File: config.mk
export PLATFORM = sky130hd
export DESIGN_NAME = gf2_31_prng_ctrl
export DESIGN_NICKNAME = d
export VERILOG_FILES = /design/src/rtl/gf2_31_pkg.sv /design/src/rtl/gf2_poly_mod_35.sv /design/src/rtl/gf2_31_prng_ctrl.sv
export SDC_FILE = /design/constraint.sdc
export NUM_CORES = 1
export LEC_CHECK = 0
export BUFFER_PORTS_ARGS = -buffer_cell sky130_fd_sc_hd__buf_2
export CAP_MARGIN = 10
export CORE_MARGIN = 1.5
export CORE_UTILIZATION = 52
export DETAILED_ROUTE_END_ITERATION = 12
export PLACE_DENSITY = 0.81
export SYNTH_ARGS = -nofsm -noshare
export SYNTH_HDL_FRONTEND = slang
export SYNTH_SLANG_ARGS = --single-unit
export TNS_END_PERCENT = 5
File: constraint.sdc
create_clock -name clk -period 3.1 [get_ports clk]
set_input_delay 0.62 -clock clk [delete_from_list [all_inputs] [get_ports clk]]
set_output_delay 0.62 -clock clk [all_outputs]
set_load 0.05 [all_outputs]
File: src/rtl/gf2_31_pkg.sv
// Shared definitions for the GF(2^31) PRNG: field degree, step size,
// reduction polynomial terms and the sequencing FSM state type.
// Not timed: declarations only. No handshake of its own.
package gf2_31_pkg;

    // Field degree and the number of x-multiplications per PRNG step.
    localparam int GF_DEG    = 31;
    localparam int STEP_BITS = 4;

    // Terms of h(x) = x^31 + x^13 + x^8 + x^3 + 1 that lie below x^31.
    localparam logic [GF_DEG-1:0] H_LOW = 31'h2109;

    typedef enum logic [1:0] {
        IDLE = 2'd0,
        RUN  = 2'd1,
        SKIP = 2'd2
    } prng_state_e;

    // Zero is absorbing under multiplication, so it is swapped for 1.
    function automatic logic [GF_DEG-1:0] seed_sanitize(input logic [GF_DEG-1:0] seed);
        return (seed == '0) ? GF_DEG'(1) : seed;
    endfunction

endpackage

File: src/rtl/gf2_poly_mod_35.sv
// Reduces a 35-bit polynomial over GF(2) modulo h(x) to a 31-bit remainder.
// Latency: purely combinational, zero cycles.
// Backpressure: none; output follows input every cycle.
//
// Ports:
//   poly_i  35-bit input polynomial, bit i is the coefficient of x^i
//   rem_o   31-bit remainder modulo h(x)
module gf2_poly_mod_35
    import gf2_31_pkg::*;
(
    input  logic [GF_DEG+STEP_BITS-1:0] poly_i,
    output logic [GF_DEG-1:0]           rem_o
);

    localparam int IN_W = GF_DEG + STEP_BITS;

    // Full h(x) at input width, with the x^31 term included so that
    // cancelling a high bit clears it in the accumulator.
    localparam logic [IN_W-1:0] H_FULL = {{(STEP_BITS-1){1'b0}}, 1'b1, H_LOW};

    logic [IN_W-1:0] acc;

    // Long division from the top bit down. Shifted copies of h(x) only
    // reach x^(13+3), so no high bit can be re-created by a lower fold.
    always_comb begin
        acc = poly_i;
        for (int k = IN_W - 1; k >= GF_DEG; k--) begin
            if (acc[k]) begin
                acc = acc ^ (H_FULL << (k - GF_DEG));
            end
        end
        rem_o = acc[GF_DEG-1:0];
    end

endmodule

File: src/rtl/gf2_31_prng_ctrl.sv
// GF(2^31) PRNG sequencer: steps state by x^4 mod h(x), seed load, skip-ahead.
// Latency: seed/handshake visible next cycle; skip of N returns valid after N+1 busy cycles.
// Backpressure: out_valid/out_ready stream, word held while out_ready is low; skip_ready only in RUN.
//
// Ports:
//   clk, rst            clock, asynchronous active-high reset
//   seed_valid/data     seed load, accepted in any state, highest priority
//   skip_valid/count    skip-ahead request, discards skip_count steps
//   skip_ready          high in RUN while no seed is being loaded
//   out_valid/ready/data  PRNG word stream, out_data is the current state
//   busy                high while skipping
//   stat_count          delivered word count, only when GF2_PRNG_STATS_EN is defined
module gf2_31_prng_ctrl
    import gf2_31_pkg::*;
#(
    parameter int SKIP_W = 16
) (
    input  logic                clk,
    input  logic                rst,
    input  logic                seed_valid,
    input  logic [GF_DEG-1:0]   seed_data,
    input  logic                skip_valid,
    input  logic [SKIP_W-1:0]   skip_count,
    output logic                skip_ready,
    output logic                out_valid,
    input  logic                out_ready,
    output logic [GF_DEG-1:0]   out_data,
    output logic                busy
`ifdef GF2_PRNG_STATS_EN
    ,
    output logic [31:0]         stat_count
`endif
);

    prng_state_e         fsm_q;
    logic [GF_DEG-1:0]   data_q;
    logic [GF_DEG-1:0]   step_d;
    logic [SKIP_W-1:0]   cnt_q;
    logic                out_valid_q;
    logic                busy_q;
    logic                handshake;

    // The single reducer: state * x^4 folded back into the field.
    gf2_poly_mod_35 u_reduce (
        .poly_i ({data_q, {STEP_BITS{1'b0}}}),
        .rem_o  (step_d)
    );

    assign handshake  = out_valid_q && out_ready;
    assign skip_ready = (fsm_q == RUN) && !seed_valid;

    assign out_valid  = out_valid_q;
    assign out_data   = data_q;
    assign busy       = busy_q;

    always_ff @(posedge clk or posedge rst) begin
        if (rst) begin
            fsm_q       <= IDLE;
            data_q      <= '0;
            cnt_q       <= '0;
            out_valid_q <= 1'b0;
            busy_q      <= 1'b0;
        end else if (seed_valid) begin
            // Seed wins over everything: aborts a skip and replaces the
            // step that a same-cycle handshake would otherwise cause.
            fsm_q       <= RUN;
            data_q      <= seed_sanitize(seed_data);
            cnt_q       <= '0;
            out_valid_q <= 1'b1;
            busy_q      <= 1'b0;
        end else begin
            case (fsm_q)
                IDLE: begin
                    out_valid_q <= 1'b0;
                    busy_q      <= 1'b0;
                end
                RUN: begin
                    if (handshake) begin
                        data_q <= step_d;
                    end
                    if (skip_valid && skip_ready) begin
                        fsm_q       <= SKIP;
                        cnt_q       <= skip_count;
                        out_valid_q <= 1'b0;
                        busy_q      <= 1'b1;
                    end
                end
                SKIP: begin
                    if (cnt_q != '0) begin
                        data_q <= step_d;
                        cnt_q  <= cnt_q - SKIP_W'(1);
                    end else begin
                        // Counter drained: the zero-count cycle is the
                        // trailing bubble before output resumes.
                        fsm_q       <= RUN;
                        out_valid_q <= 1'b1;
                        busy_q      <= 1'b0;
                    end
                end
                default: begin
                    fsm_q       <= IDLE;
                    out_valid_q <= 1'b0;
                    busy_q      <= 1'b0;
                end
            endcase
        end
    end

`ifdef GF2_PRNG_STATS_EN
    logic [31:0] stat_q;

    // Counts every accepted word, including one handed over while a seed
    // overrides the step. Seeds never clear it; wraps naturally.
    always_ff @(posedge clk or posedge rst) begin
        if (rst) begin
            stat_q <= '0;
        end else if (handshake) begin
            stat_q <= stat_q + 32'd1;
        end
    end

    assign stat_count = stat_q;
`endif

endmodule

**Word level (Yosys, flattened, before mapping)**

Cells that the tools add are included.

- Output and inout bits: 34
- Flip-flop bits (word level): 51
- Input bits: 52
- Logic and storage cells: 54

- Eq/ne operators: 7
- Muxes and demuxes: 25
- Reductions and logical operators: 12
- Add/sub/neg operators: 1
- Bitwise gates (word level): 4

Operators by type and width:

| kind | number |
|---|---|
| $mux 31 | 4 |
| $mux 16 | 4 |
| $pmux 31 s2 | 1 |
| $pmux 16 s2 | 1 |
| $logic_not 31->1 | 1 |
| $mux 17 | 1 |
| $not 4->4 | 4 |
| $reduce_bool 16->1 | 1 |
| $sub 16x1->16 const B | 1 |
| $mux 15 | 1 |
| $mux 14 | 1 |
| $ne 3x3->1 const B | 3 |
| $reduce_and 3->1 | 3 |
| $mux 1 | 6 |
| $mux 2 | 3 |
| $pmux 2 s3 | 1 |
| $pmux 1 s2 | 2 |
| $logic_and 1x1->1 | 3 |
| $ne 3x2->1 const B | 1 |
| $reduce_bool 3->1 | 1 |
| $eq 2x1->1 const B | 1 |
| $eq 2x2->1 const B | 1 |
| $logic_not 2->1 | 1 |
| $ne 2x2->1 const B | 1 |
| 2 further kinds | 2 |

**Logic depth before layout (Yosys ltp)**

- Depth in word-level cells: 11
- Depth in mapped cells: 10
- Depth with buffers taken out: 8

**Hierarchy**

A second synthesis with hierarchy kept.

- Cells, all modules: 328
- Area, all modules: 3110.5 um^2

By module, submodules not included:

| module | instances | area an instance (um^2) | cells each |
|---|---|---|---|
| gf2_31_prng_ctrl | 1 | 2839.0 | 296 |
| gf2_poly_mod_35 | 1 | 271.5 | 32 |

**Worst setup path before layout**

OpenSTA, ideal clock, no wires.

- Path type: reg2reg
- From: reg cnt_q[0]
- To: reg cnt_q[15]
- Data arrival time: 2.104 ns
- Library setup time: 0.121 ns
- Cell stages (with the launch flop): 10
- Path slack: 0.875 ns
- Cell sequence: dfrtp_1 inv_1 ha_1 or4b_1 clkbuf_1 nor4_4 or2_1 and2_4 inv_2 a22o_1

- Longest elaborated chain between the ends: 4
- Elaborated cells on any way between the ends: 7
- Classes of those cells: add/sub (1); eq/ne (1); mux (3); reduce/logical (2)

Ends and longest elaborated chain:

| element | RTL line | source |
|---|---|---|
| start: declaration | gf2_31_prng_ctrl.sv:38 | `logic [SKIP_W-1:0] cnt_q;` |
| start signal: assignment | gf2_31_prng_ctrl.sv:83 | `cnt_q <= skip_count;` |
| start signal: assignment | gf2_31_prng_ctrl.sv:91 | `cnt_q <= cnt_q - SKIP_W'(1);` |
| $sub 16x1->16 | gf2_31_prng_ctrl.sv:91 |  |
| $mux 16 | gf2_31_prng_ctrl.sv:89 | `if (cnt_q != '0) begin` |
| $pmux 16 s2 | gf2_31_prng_ctrl.sv:72 | `case (fsm_q)` |
| $mux 16 | gf2_31_prng_ctrl.sv:63 | `end else if (seed_valid) begin` |

Several ways; a longest one is shown, not always the timed one. The select of a mux whose other input is x is not followed.
A chain may end at the register's enable or synchronous reset.

**Final worst setup path**

Ends and elaborated chain as after synthesis.

==> metrics <==
outcome=finished, final reports clean; CTS Sinks=51; Post-synth EDFFs=0; antenna-violating nets left=0; multi-input gate area in the final layout=1450 um^2; P_leak=between 1.5 and 2 nW; largest net degree at the start of global routing=a little over 60; most common cell in the synthesized netlist=dfrtp_1; Synth async-reset ratio=100%; TritonCTS clock tree=done; Reg clk slew, reported paths=0.09 ns; CP arrival=2.76 ns; drt total wl=7.16 mm; Final setup violation count=0; initial antenna violation count=0; htree depth=2; cts hold-fix bufs=0; CP endpoint kind=flop; Comb pwr share=41.5%; Finished Cell Area=3390 um^2; IO Port Bufs=85; Max transition margin=64.2%; die area=between 6000 and 7000 um^2; drt first pass iters=4; fin crit period=2.56 ns; dpl cell area=3310 um^2; Worst Clk Skew=0.0101 ns; setup bufs post-CTS=0; Vias=2646; io pins=86; unrepaired setup endpoints after global routing=false; Pint=about 0.0012 W; top cells by area, synth=dfrtp_1, mux2i_1, o21ai_0, o21ai_1, nand2_1; Core Util, Final=64.7%; share of cells above drive strength 1=24.9%; sequential share of the synthesized area=44.2%; Global Route Usage Sum=25.3%; register bit total from synthesis=51; slew at the pin closest to its max-slew limit=between 0.5 and 0.6 ns; Die H=around 78 um; Clk pwr share=17.3%; Min Hold Slack=0.295 ns; Initial Utilization=55.2%; setup tns final=0 ns; HPWL Detailed=5.17 mm; FF-to-FF End=cnt_q[15]; Synthesis Warnings=0; worst vdd ir=0.000390 V; Top FF cell, synth=dfrtp_1; routed len/inst=about 15 um; filler instances=485; row count=26; Synth Instances=339; Req. time, crit path=approximately 3.3 ns; core area=roughly 5200 um^2; Antenna Diode Count=0; first-pass GRT wire length=around 12 mm; Residual DRC=0; CTS root buffer=clkbuf_8; Final Wtd Congestion=0.884; Synth cell types=40; die width=77.6 um; area grow syn2layout=17.2%; clk buf depth=2; worst-path fanout max=13; reg2reg setup slack=0.54 ns; P per Cell Area=642 nW/um^2; Max Cap Viol=0; Flop pwr share=41.2%; GRT overflow=0; DR iter-0 viols=213; CTS resizes=0; sw power=0.000977 W; cell depth of the worst flop-to-flop path=8; switching share of total power=between 40% and 50%; TritonCTS Buffers=5; Final Slew Violations=0; FF+latch area=1280 um^2; number of global-route vias before repair=between 2000 and 2500; crit start category=flop; Setup Crit Path Kind=reg -> reg; Clk Latency, worst-skew pair=0.31 ns; nets@finish=roughly 460; Hold WC Path Type=in -> async; Via-to-Cell Ratio=roughly 5.5; Cell Area, Synth=2890 um^2; cell accounting for the most synthesized area=dfrtp_1; most frequent cells after synthesis=dfrtp_1, nand2_1, nor2_1, o21ai_0, o21ai_1; Avg Cell Area, Syn=around 8.5 um^2; fmax=just under 400 MHz; Worst R2R Start=cnt_q[0]; Hold Vio Cnt, Final=0; Tcrit/Tclk final=82.6%; Post-Syn Nets=just under 400; share of the synthesized area in the top cell type=44.2%
-- final cells by class --
cell class	count	share of cell area [%]
Inverter	6	0.665
Tap cell	70	2.58
Timing Repair Buffer	89	13.8
Clock buffer	5	2.03
Sequential cell	51	37.7
Multi-Input combinational cell	256	42.8
Clock inverter	2	0.406
-- worst max path at each step --
stage / startpoint / to / depth (start not counted) / slack, ns
final: cnt_q[0] / cnt_q[15] / 8 / 0.54
after global routing: cnt_q[0] / cnt_q[1] / 7 / 0.37
after CTS: cnt_q[0] / cnt_q[15] / 8 / 0.55
after detailed placement: cnt_q[0] / cnt_q[15] / 8 / 0.57
after global placement: cnt_q[0] / cnt_q[15] / 8 / 0.66
after floorplan: cnt_q[0] / cnt_q[15] / 9 / 0.87
-- sequential cells by signal, summed over array words and instances, names as in the netlist --
register	flops
out_valid	1
out_data	31
busy	1
cnt_q	16
fsm_q	2
-- layer usage --
metal	track usage, %	share of wire, %	vias up
met5	0	0	-
met4	7.64	1.3	0
met3	4.47	4.8	8
met2	37.4	46	87
met1	37.7	48	1219
li1	-	-	1332
-- cell families after synthesis --
group,synth area share [%]
AND/OR/NAND/NOR,19.7
AO/OA/AOI/OAI,20.2
flip-flops,44.2
buffers and inverters,5.67
multiplexers,6.23
XOR/XNOR,3.64
adder cells (fa/ha/maj),0.433
-- power by group through the flow --
| stage | registers (W) | clock network [W] | logic, W |
|---|---|---|---|
| 2_1_floorplan | 0.00119 | 0 | 0.000400 |
| 3_3_place_gp | 0.000902 | 0 | 0.000888 |
| 3_5_place_dp | 0.000906 | 0 | 0.000903 |
| 4_1_cts | 0.000894 | 0.000386 | 0.000906 |
| 5_1_grt | 0.000914 | 0.000417 | 0.000973 |
| 6_report | 0.000896 | 0.000377 | 0.000904 |
-- layout by cell type (no fill, tap or decap), drive strengths merged, types with 2 or more instances in the layout --
cell / netlist / final
or4: 3 / 3
buf: 9 / 89
a221o: 2 / 2
nor2: 36 / 36
mux2i: 18 / 18
nor4: 12 / 12
nand4: 2 / 2
nor2b: 3 / 3
clkbuf: 17 / 5
a21oi: 29 / 29
nand2b: 5 / 5
inv: 6 / 6
o21a: 2 / 2
nor3: 9 / 9
a22o: 2 / 2
nand2: 39 / 39
a31oi: 4 / 4
or2: 2 / 2
xnor2: 12 / 12
clkinv: 0 / 2
or3: 3 / 3
o21ai: 62 / 62
dfrtp: 51 / 51
-- stage by stage --
| stage | worst slack [ns] | std cells | total power (W) |
|---|---|---|---|
| floorplan | 0.875 | 339 | 0.00159 |
| global placement | 0.656 | 472 | 0.00179 |
| detailed placement | 0.572 | 472 | 0.00181 |
| CTS | 0.547 | 479 | 0.00219 |
| global route | 0.371 | 479 | 0.00230 |
| finish | 0.539 | 479 | 0.00218 |
-- worst max-delay path: stages, from the launching register on --
cell	delay (ns)
dfrtp_1	0.43
inv_1	0.07
ha_1	0.17
or4b_1	0.62
nor4_4	0.45
or2_1	0.21
and2_4	0.24
inv_2	0.06
a22o_1	0.20
(Power assumes the default switching activity.)
